<file path="config.mk">
export PLATFORM = sky130hd
export DESIGN_NAME = vecnorm_drain
export DESIGN_NICKNAME = d
export VERILOG_FILES = /design/src/rtl/vecnorm_drain.sv
export SDC_FILE = /design/constraint.sdc
export NUM_CORES = 1
export LEC_CHECK = 0
export ABC_AREA = 1
export BUFFER_PORTS_ARGS = -buffer_cell sky130_fd_sc_hd__buf_2
export CORE_MARGIN = 2
export CORE_UTILIZATION = 60
export CTS_BUF_LIST = sky130_fd_sc_hd__clkbuf_8 sky130_fd_sc_hd__clkbuf_16
export CTS_CLUSTER_DIAMETER = 40
export CTS_CLUSTER_SIZE = 8
export DETAILED_ROUTE_END_ITERATION = 16
export PLACE_DENSITY = 0.79
export SLEW_MARGIN = 0
export SYNTH_ARGS = -nofsm -noshare
export SYNTH_HDL_FRONTEND = slang
export SYNTH_SLANG_ARGS = --single-unit
</file>
<file path="constraint.sdc">
create_clock -name clk -period 4.57 [get_ports clk]
set_input_delay 0.6855 -clock clk [delete_from_list [all_inputs] [get_ports clk]]
set_output_delay 0.6855 -clock clk [all_outputs]
set_load 0.05 [all_outputs]
</file>
<file path="src/rtl/vecnorm_drain.sv">
// vecnorm_drain: credit-gated issue and FWFT result buffer
// for the fixed-latency vecnorm pipe.
module vecnorm_drain #(
  parameter int WIDTH = 32,
  parameter int LAT   = 4,
  parameter int DEPTH = 8
) (
  input  logic                       clk,
  input  logic                       reset_l,
  input  logic                       up_valid,
  output logic                       up_ready,
  output logic                       issue,
  input  logic                       pipe_valid,
  input  logic [WIDTH-1:0]           pipe_data,
  output logic                       dn_valid,
  output logic [WIDTH-1:0]           dn_data,
  input  logic                       dn_ready,
  output logic [$clog2(DEPTH+1)-1:0] in_flight,
  output logic                       err_overflow,
  output logic                       err_underflow
);

  localparam int AW = $clog2(DEPTH);
  localparam int CW = $clog2(DEPTH+1);

  if (LAT < 1) begin : g_bad_lat
    $error("vecnorm_drain: LAT must be >= 1");
  end
  if (DEPTH < 2 || (1 << AW) != DEPTH) begin : g_bad_depth
    $error("vecnorm_drain: DEPTH must be a power of two >= 2");
  end

  logic [CW-1:0]    credits;
  logic [AW:0]      wptr;
  logic [AW:0]      rptr;
  logic [AW:0]      cnt;
  logic [WIDTH-1:0] mem [DEPTH];

  logic full;
  logic deq;
  logic wr;
  logic ovf;
  logic unf;

  assign full     = (cnt == (AW+1)'(DEPTH));
  assign dn_valid = (cnt != '0);
  assign deq      = dn_valid & dn_ready;
  assign wr       = pipe_valid & (~full | deq);
  assign ovf      = pipe_valid & full & ~deq;
  assign unf      = pipe_valid & (in_flight == '0);

  assign up_ready = reset_l & (credits != '0);
  assign issue    = up_valid & up_ready;
  assign dn_data  = dn_valid ? mem[rptr[AW-1:0]] : '0;

  // credit pool: spent on issue, returned when a result leaves
  always_ff @(posedge clk) begin
    if (!reset_l) begin
      credits <= CW'(DEPTH);
    end else begin
      case ({issue, deq})
        2'b10:   credits <= credits - 1'b1;
        2'b01:   credits <= credits + 1'b1;
        default: credits <= credits;
      endcase
    end
  end

  // issued-but-not-returned count; never goes below zero
  always_ff @(posedge clk) begin
    if (!reset_l) begin
      in_flight <= '0;
    end else begin
      in_flight <= in_flight + CW'(issue)
                 - CW'(pipe_valid & ~unf);
    end
  end

  // fifo pointers and occupancy
  always_ff @(posedge clk) begin
    if (!reset_l) begin
      wptr <= '0;
      rptr <= '0;
      cnt  <= '0;
    end else begin
      if (wr)
        wptr <= wptr + 1'b1;
      if (deq)
        rptr <= rptr + 1'b1;
      cnt <= cnt + (AW+1)'(wr) - (AW+1)'(deq);
    end
  end

  // result storage; contents are don't-care once popped
  always_ff @(posedge clk) begin
    if (wr)
      mem[wptr[AW-1:0]] <= pipe_data;
  end

  // sticky error flags, cleared only by reset
  always_ff @(posedge clk) begin
    if (!reset_l) begin
      err_overflow  <= 1'b0;
      err_underflow <= 1'b0;
    end else begin
      if (ovf)
        err_overflow <= 1'b1;
      if (unf)
        err_underflow <= 1'b1;
    end
  end

endmodule

</file>
Word level (Yosys, flattened, before mapping)
Memory sizes are Yosys's and may differ from the RTL's. A register that Yosys moved wholly into a read port is not among the register bits.
Cells that the tools add are included.

word-level totals
  flip-flop bits (word level) = 22
  RAM bits = 256
  bits of input ports = 37
  output and inout bits = 41
  logic and storage cells = 41
  memories = 1

operators by class
  add/sub/neg operators = 8
  equality and inequality tests = 3
  muxes and demuxes = 6
  bitwise operators = 12
  reduce and logical (&&, ||, !) cells = 4

memories
  name  depth  bits a word  rd ports  clocked after Yosys merged registers in  wr ports  RTL line  source
  mem   8      32           1         1                                        1         37        logic [WIDTH-1:0] mem [DEPTH];

operators by type and width
  cell                 number
  $mux 32              1
  $add 4x1->4 const B  3
  $add 4x1->4          2
  $pmux 4 s2           1
  $reduce_bool 4->1    2
  $and 1x1->1          7
  $mux 3               2
  $and 1x4->4          1
  $eq 4x4->1 const B   1
  $logic_not 4->1      1
  $not 1->4            1
  $sub 4x1->4          1
  $sub 4x1->4 const B  1
  $sub 4x4->4          1
  $eq 2x1->1 const B   1
  $eq 2x2->1 const B   1
  $mux 1               2
  $not 1->1            2
  $reduce_bool 2->1    1
  $or 1x1->1           1

Longest topological paths before layout
Gate-level depths: netlist (run 1).

  depth after elaboration = 6
  mapped depth = 13
  gate-level depth less buffers = 13

Worst setup path before layout (run 1)
Ideal clock, no wire load.

  kind = input to register
  from = input pipe_valid
  to = memory mem[6][0], enable pin
  library setup time = 0.461 ns
  arrival time = 3.299 ns
  slack = 0.809 ns
  stages = 3
  buffers on the path = 1
  path through = clkbuf_1 nand2_1 nor3_1

on the way
  longest elaborated chain between the ends = 3

ends and longest elaborated chain
  what                          RTL line  source
  from (decl)                   13        input logic pipe_valid,
  $and 1x1->1                   48        assign wr = pipe_valid & (~full | deq);
  $mux 1                        96        if (wr)
  $mux 1 (not written as such)  97        mem[wptr[AW-1:0]] <= pipe_data;
  to (decl)                     37

No other way between the ends.

==> results of run 1 <==
==> final timing paths <==
check	slack (ps)	end	cells after the start	start
max	1250	dn_data[19]	6	flop
max reg2reg	1320	mem[3][0]	9	cnt[2]
min reg2reg	460	err_overflow	2	err_overflow
min	440	mem[1][21]	1	pipe_data[21]
==> cell families (layout without fill, tap and decap cells) <==
kind of cell	count (synthesis)	in the layout	synth area share
AO/OA/AOI/OAI	83	83	0.0354
XOR/XNOR	6	6	0.00444
adder cells (fa/ha/maj)	18	18	0.0209
buffers and inverters	145	240	0.0513
flip-flops	279	279	0.688
other	0	1	0
AND/OR/NAND/NOR	612	612	0.200
==> synth_stat cells (3+ instances only) <==
library cell  number
ha_1              15
clkbuf_1          17
nor2_1           344
dfxtp_1           23
o21ai_1           17
edfxtp_1         256
fa_1               3
nand3_1           41
buf_2             12
inv_1             90
buf_4             13
nor3_1             4
buf_1             10
o21ai_0           51
xor2_1             5
a21oi_1           13
nand2_1          217
==> cell type report <==
cell class                      instances  area [um2]
Fill cell                            1333        5640
Tap cell                              265         332
Clock inverter                         11         121
Timing Repair Buffer                   90         520
Inverter                               93         349
Multi-Input combinational cell        719        3140
Clock buffer                           46        1140
Sequential cell                       279        8150
Antenna cell                            1        2.50
==> per-stage QoR <==
step / area [um2] / setup WS [ps] / instances
3_5_place_dp: 12500 / 1300 / 1446
3_3_place_gp: 12500 / 1420 / 1446
4_1_cts: 13800 / 1220 / 1503
5_1_grt: 13800 / 1080 / 1504
6_report: 13800 / 1250 / 1504
2_1_floorplan: 11800 / 809 / 1143
==> sequential cells by signal, indices dropped and copies added (netlist names), named ones only <==
signal,count
mem,256
cnt,4
credits,4
in_flight,4
rptr,3
wptr,3
err_overflow,1
err_underflow,1
==> worst max-delay path, cell delays in order, from the launching register on <==
cell and delay, ps:
dfxtp_4 350, inv_2 790, o21ai_0 300, nand2_1 130, nor2_1 50, nor2_1 190
buf_2 290
==> power groups by stage <==
stage | Sequential [mW] | Combinational, mW | Clock (mW)
finish | 3.10 | 3.25 | 2.90
global route | 3.12 | 3.56 | 3.04
CTS | 3.10 | 3.26 | 2.92
detailed placement | 3.15 | 3.23 | 0
global placement | 3.14 | 3.17 | 0
floorplan | 3.19 | 2.44 | 0
==> layer usage <==
layer	vias to the layer above	GRT usage	wire length, um
met5	-	0	0
met4	0	0.0940	418
met3	35	0.0467	1540
met2	268	0.406	12200
met1	3700	0.301	10100
li1	3888	-	-
==> placed cells by master (no fill, tap or decap), types with 15 or more instances in the layout <==
cell type / n
nor2_1: 340
edfxtp_1: 256
nand2_1: 217
inv_1: 94
buf_2: 77
o21ai_0: 51
clkbuf_16: 45
nand3_1: 41
dfxtp_1: 20
o21ai_1: 17
ha_1: 15
==> flow_summary_export.csv, run 1 <==
group,metric,value,unit
timing,tns,0,ps
synth,synthesis.nets,1198,
synth,postSynthCellCount,1143,
synth,yosysTopAreaCell,"edfxtp_1",
placed_design,port_buffers,77,
layout,syn_to_final_growth,16.2,%
timing,setup_viol,0,
global_route,first_global_vias,7808,
timing,drv_slew,0,
pwr,pwr-share-comb,0.352,
detailed_routing,ant_nets,0,
pwr,p_sw_frac,0.380,
floorplan,initial_core_util,0.611,
detailed_routing,drc,0,
global_route,track_usage,0.238,
detailed_routing,vias,7891,
clocking,cts_resized,0,
synth,synthDistinctLibCells,27,
timing,worst_slew_pin_slew,1180,ps
timing,rsz0062_at_grt,"false",
worst_setup_path,critPathMaxFanout,64,
status,status,"completed",
floorplan,dieArea,0.0209,mm2
synth,ys_warn_count,0,
clocking,clk_latency,510,ps
clocking,cts_sinks,279,
timing,hold_violations,0,
pwr,p_per_area,673,mW/mm2
pwr,cellInternalPower,5.74,mW
synth,syn_avg_cell_area,10.4,um2
clocking,cts_tree,"done",
worst_setup_path,arrival,2630,ps
timing,skew,9.93,ps
floorplan,core_area,0.0194,mm2
floorplan,die_h,145,um
global_route,grt_overflow,0,
hold_path,min_path_type,"in -> reg",
worst_setup_path,path_class,"reg -> out",
global_route,antenna_found_initial,1,
floorplan,io_pins,78,
detailed_routing,wl_per_cell,16.1,um
clocking,root_buffer,"clkbuf_16",
synth,synthTopCellsByArea,"edfxtp_1 65%, nor2_1 11%, nand2_1 6.9%, dfxtp_1 3.9%, inv_1 2.9%",
timing,hold_ws,442,ps
global_route,grt_pass1_wl,38.0,mm
floorplan,rows,51,
clocking,hold_buffers,0,
pwr,clock_power_share,0.313,
worst_setup_path,crit_path_start_kind,"flop",
synth,netlist_area,0.0118,mm2
synth,synth-edff-count,256,
synth,synthFlopType,"edfxtp_1",
clocking,cts_htree_levels,2,
clocking,cts_buffers,43,
clocking,cts_setup_buffers,0,
floorplan,die_w,145,um
detailed_routing,drtIter0Drc,701,
pwr,power,9.26,mW
layout,drive_above_1_share,0.125,
placed_design,gp_congestion,0.745,
placed_design,place.detailed.hpwl,12.9,mm
timing,max_freq,301,MHz
detailed_routing,post_drt_via_cell_ratio,5.25,
timing,period_share,0.726,
job,max-cap-violations,0,
synth,synth_seq_area_share,0.688,
synth,synth_top_area_frac,0.649,
worst_setup_path,end_kind,"output pin",
pwr,leakage,5.57,nW
clocking,path_clk_slew,50,ps
worst_setup_path,cp.required,3880,ps
timing,min_period,3320,ps
layout,nets,1281,
synth,ys_ff_latch,279,
pwr,power_frac_seq,0.335,
clocking,clockBufferDepth,3,
detailed_routing,drt_pass1_iterations,5,
synth,synth-async-reset-ratio,0,
pwr,ir_worst_vdd,0.000570,V
global_route,grt_max_degree,193,
timing,relSlewSlack,0.215,
layout,utilization,0.709,
detailed_routing,drt-total-wl,24.3,mm
pwr,p_switching,3.52,mW
(Power assumes the default switching activity.)
==> run 2, diff against run 1 <==
--- a/config.mk
+++ b/config.mk
@@ -8,12 +8,12 @@
 export ABC_AREA = 1
 export BUFFER_PORTS_ARGS = -buffer_cell sky130_fd_sc_hd__buf_2
 export CORE_MARGIN = 2
-export CORE_UTILIZATION = 60
+export CORE_UTILIZATION = 54
 export CTS_BUF_LIST = sky130_fd_sc_hd__clkbuf_8 sky130_fd_sc_hd__clkbuf_16
 export CTS_CLUSTER_DIAMETER = 40
 export CTS_CLUSTER_SIZE = 8
 export DETAILED_ROUTE_END_ITERATION = 16
-export PLACE_DENSITY = 0.79
+export PLACE_DENSITY = 0.75
 export SLEW_MARGIN = 0
 export SYNTH_ARGS = -nofsm -noshare
 export SYNTH_HDL_FRONTEND = slang
==> constraint.sdc (replaced) <==
create_clock -name clk -period 3 [get_ports clk]
set_input_delay 0.45 -clock clk [delete_from_list [all_inputs] [get_ports clk]]
set_output_delay 0.45 -clock clk [all_outputs]
set_load 0.05 [all_outputs]
==> flow_summary_export.csv, run 2 (synthesis results as in run 1) <==
group,metric,value,unit
pwr,leakage,5.63,nW
clocking,cts_sinks,279,
timing,min_period,2800,ps
clocking,hold_buffers,0,
global_route,grt_max_degree,65,
layout,layout_common_cells,"340 x nor2_1, 256 x edfxtp_1, 217 x nand2_1",
pwr,p_per_area,1010,mW/mm2
timing,relSlewSlack,0.426,
worst_setup_path,crit_path_start_kind,"flop",
worst_setup_path,end_kind,"output pin",
detailed_routing,vias,7958,
floorplan,rows,54,
detailed_routing,drtIter0Drc,663,
layout,utilization,0.641,
floorplan,io_pins,78,
global_route,first_global_vias,7862,
clocking,clk_latency,530,ps
placed_design,pre_cts_ws,492,ps
global_route,grt_pass1_wl,39.2,mm
hold_path,min_path_type,"in -> reg",
detailed_routing,drt_pass1_iterations,5,
detailed_routing,drc,0,
detailed_routing,wl_per_cell,16.2,um
pwr,ir_worst_vdd,0.000567,V
placed_design,port_buffers,77,
layout,syn_to_final_growth,17.3,%
layout,drive_above_1_share,0.133,
clocking,cts_buffers,43,
clocking,path_clk_slew,50,ps
layout,stdcell_area,0.0139,mm2
clocking,clockBufferDepth,3,
floorplan,die_h,152,um
global_route,grt_overflow,0,
timing,drv_slew,0,
timing,skew,21.5,ps
global_route,track_usage,0.213,
clocking,root_buffer,"clkbuf_16",
layout,nets,1293,
placed_design,dpl-instance-area,0.0126,mm2
worst_setup_path,arrival,2350,ps
clocking,cts_tree,"done",
timing,hold_violations,0,
layout,final_common_cell,"nor2_1",
placed_design,place.detailed.hpwl,13.5,mm
timing,max_freq,358,MHz
timing,period_share,0.932,
clocking,cts_htree_levels,2,
timing,setup_viol,0,
timing,worst_slew_pin_slew,862,ps
floorplan,initial_core_util,0.546,
worst_setup_path,critPathMaxFanout,26,
clocking,cts_resized,0,
global_route,antenna_found_initial,1,
worst_setup_path,path_class,"reg -> out",
worst_setup_path,r2r_slack,640,ps
worst_setup_path,cp.required,2550,ps
job,max-cap-violations,0,
floorplan,die_w,152,um
floorplan,dieArea,0.0231,mm2
detailed_routing,post_drt_via_cell_ratio,5.19,
timing,finalWorstSetupSlack,204,ps
placed_design,gp_congestion,0.734,
timing,rsz0062_at_grt,"false",
floorplan,core_area,0.0217,mm2
detailed_routing,ant_nets,0,
timing,hold_ws,192,ps
detailed_routing,drt-total-wl,24.9,mm
layout,largest_reg_flops,256,
status,status,"completed",
[run 2: metrics by stage]
| stage | power, mW | std cells | setup TNS [ps] |
|---|---|---|---|
| finish | 14.0 | 1533 | 0 |
| global route | 14.8 | 1533 | 0 |
| CTS | 14.1 | 1530 | 0 |
| detailed placement | 9.78 | 1471 | 0 |
| global placement | 9.68 | 1471 | 0 |
| floorplan | 8.59 | 1143 | -93600 |
[run 2: final cells by class]
| cell class | count | area, um2 |
|---|---|---|
| repair buffers | 102 | 684 |
| clock inverters | 14 | 87.6 |
| fillers | 1620 | 7790 |
| flip-flops and latches | 279 | 8150 |
| multi-input cells | 719 | 3140 |
| diodes | 1 | 2.50 |
| inverters | 93 | 349 |
| well taps | 280 | 350 |
| clock buffers | 45 | 1130 |
[run 2: path summary, 6_finish.rpt]
path	startpoint	depth (start not counted)	end
worst max-delay path	flop	7	dn_data[19]
worst min register to register	err_overflow	2	err_overflow
worst min-delay path	pipe_data[7]	1	mem[7][7]
worst max register to register	cnt[2]	8	mem[3][15]
[run 2: metal layers]
metal	wire length, um	vias to the layer above	global-route usage
li1	-	3916	-
met1	10200	3703	0.267
met2	12400	283	0.368
met3	1610	56	0.0382
met4	678	0	0.0877
met5	0	-	0
[run 2: timing repair]
action,CTS,global route
buffers inserted,0,2
setup endpoints to repair,0,31
endpoints found under the hold margin,0,0
[run 2: power breakdown]
| part | internal [mW] | switching, mW |
|---|---|---|
| Clock | 2.71 | 1.55 |
| Combinational | 1.34 | 3.68 |
| Sequential | 4.58 | 0.167 |
[run 2: worst max-delay path: stages (launching register included)]
cell and delay (ps):
dfxtp_4 440, inv_2 280, buf_4 320, o21ai_0 140, nand2_1 70, nor2_1 40
nor2_1 220, buf_2 320
==> run 3, diff against run 2 <==
--- a/config.mk
+++ b/config.mk
@@ -8,12 +8,13 @@
 export ABC_AREA = 1
 export BUFFER_PORTS_ARGS = -buffer_cell sky130_fd_sc_hd__buf_2
 export CORE_MARGIN = 2
-export CORE_UTILIZATION = 54
+export CORE_UTILIZATION = 53
 export CTS_BUF_LIST = sky130_fd_sc_hd__clkbuf_8 sky130_fd_sc_hd__clkbuf_16
 export CTS_CLUSTER_DIAMETER = 40
 export CTS_CLUSTER_SIZE = 8
 export DETAILED_ROUTE_END_ITERATION = 16
-export PLACE_DENSITY = 0.75
+export PLACE_DENSITY = 0.74
+export RECOVER_POWER = 100
 export SLEW_MARGIN = 0
 export SYNTH_ARGS = -nofsm -noshare
 export SYNTH_HDL_FRONTEND = slang
==> flow_summary_export.csv, run 3 (synthesis results as in run 1) <==
group,metric,value,unit
global_route,grt_overflow,0,
timing,max_freq,352,MHz
worst_setup_path,r2r_end,"mem[0][16]",
job,max-cap-violations,0,
detailed_routing,drt-total-wl,25.1,mm
timing,period_share,0.946,
placed_design,port_buffers,77,
clocking,path_clk_slew,50,ps
global_route,track_usage,0.213,
pwr,pwr-share-comb,0.361,
floorplan,dieArea,0.0236,mm2
detailed_routing,drtIter0Drc,603,
hold_path,hold_start,"reset_l",
worst_setup_path,critPathMaxFanout,64,
detailed_routing,post_drt_via_cell_ratio,5.22,
pwr,clock_power_share,0.298,
pwr,power_frac_seq,0.342,
hold_path,min_path_cells,3,
pwr,p_switching,5.42,mW
timing,hold_violations,0,
worst_setup_path,reg2reg_depth,8,
detailed_routing,ant_nets,0,
worst_setup_path,cp_top_family,"buffers and inverters",
detailed_routing,vias,7999,
hold_path,hold_path_end,"in_flight[0]",
layout,drive_above_1_share,0.0935,
worst_setup_path,cp.required,2550,ps
floorplan,core_area,0.0219,mm2
clocking,cts_tree,"done",
worst_setup_path,r2r_start,"cnt[2]",
pwr,p_sw_frac,0.389,
global_route,antenna_found_initial,0,
clocking,clockBufferDepth,3,
global_route,grt_max_degree,105,
clocking,cts_htree_levels,2,
worst_setup_path,timing.critical_path.buf_inv,2,
clocking,cts_sinks,279,
floorplan,die_w,153,um
worst_setup_path,r2r_slack,350,ps
floorplan,initial_core_util,0.541,
worst_setup_path,arrival,2390,ps
hold_path,min_path_type,"in -> reg",
pwr,p_per_area,1010,mW/mm2
worst_setup_path,crit_path_start_kind,"flop",
worst_setup_path,worst_path_largest_cell_delay,720,ps
placed_design,place_inst,1471,
clocking,root_buffer,"clkbuf_16",
floorplan,io_pins,78,
floorplan,die_h,153,um
pwr,ir_worst_vdd,0.000678,V
worst_setup_path,cpMostUsedCell,"nor2_1",
timing,skew,18.3,ps
global_route,first_global_vias,8116,
clocking,clk_latency,520,ps
pwr,leakage,5.47,nW
layout,finalNonFillerCells,1532,
detailed_routing,drt_pass1_iterations,5,
layout,layout_common_cells,"341 x nor2_1, 256 x edfxtp_1, 219 x nand2_1",
worst_setup_path,slowest_stage,"clkbuf_4",
clocking,hold_buffers,0,
timing,rsz0062_at_grt,"false",
status,status,"completed",
timing,drv_slew,0,
layout,nets,1293,
detailed_routing,wl_per_cell,16.4,um
layout,final_common_cell,"nor2_1",
worst_setup_path,path_class,"reg -> out",
worst_setup_path,end_kind,"output pin",
timing,setup_viol,0,
placed_design,gp_congestion,0.747,
worst_setup_path,crit_path_cell_trace,"clkbuf_4 -> nor2_1 -> o21ai_0 -> nand2_1 -> nor2_1 -> nor2_1 -> buf_2",
layout,syn_to_final_growth,16.1,%
clocking,cts_buffers,43,
pwr,power,13.9,mW
timing,min_period,2840,ps
layout,largest_reg_flops,256,
timing,relSlewSlack,0.266,
pwr,cellInternalPower,8.50,mW
timing,worst_slew_pin_slew,1100,ps
detailed_routing,drc,0,
layout,insertedDiodeCount,0,
global_route,grt_pass1_wl,40.0,mm
placed_design,place.detailed.hpwl,14.0,mm
floorplan,rows,54,
==> run 3: tightest hold or removal path, stage by stage <==
cell and delay [ps]:
buf_2 180, nand2_1 80, inv_1 30
==> run 3: power groups by stage <==
stage                     registers [mW]  logic, mW  clock network [mW]
final                               4.75       5.02                4.15
after global placement              4.81       4.87                   0
after floorplan                     4.87       3.72                   0
after detailed placement            4.82       4.99                   0
after global routing                4.78       5.53                4.39
after CTS                           4.76       5.03                4.20
==> run 3: worst max path at each step <==
stage	cells past startpoint	from	end
2_1_floorplan	7	cnt[2]	mem[6][0]
3_3_place_gp	7	flop	dn_data[7]
6_report	7	flop	dn_data[11]
5_1_grt	7	flop	dn_data[30]
3_5_place_dp	11	reset_l	credits[3]
4_1_cts	8	flop	dn_data[30]
==> run 3: area by class of cell <==
| cell class | instances | area, um2 |
|---|---|---|
| Clock inverter | 14 | 80.1 |
| Sequential cell | 279 | 8150 |
| Tap cell | 280 | 350 |
| Clock buffer | 45 | 1110 |
| Inverter | 93 | 352 |
| Timing Repair Buffer | 102 | 596 |
| Multi-Input combinational cell | 719 | 3100 |
| Fill cell | 1717 | 8140 |
==> run 3: metal layers <==
layer	vias to the layer above	part of all wire	track usage
met2	262	0.49	0.356
met3	66	0.064	0.0392
met5	-	0	0
met1	3755	0.41	0.274
li1	3916	-	-
met4	0	0.032	0.0970
==> run 3: per-stage QoR <==
stage	hold slack [ps]	area [um2]	utilization	setup TNS [ps]	setup WS, ps
after detailed placement	447	12600	0.577	0	536
after global placement	450	12600	0.577	0	608
after floorplan	466	11800	-	-93600	-731
after CTS	191	13800	0.632	0	24.7
after global routing	282	13700	0.628	0	36.6
final	284	13700	0.628	0	162
==> run 3: repair_timing <==
| item | in CTS | in global routing |
|---|---|---|
| gates cloned | 0 | 1 |
| gates resized for setup | 1 | 2 |
| setup buffers | 0 | 1 |
| pin swaps | 0 | 0 |
| setup endpoints to repair | 1 | 22 |
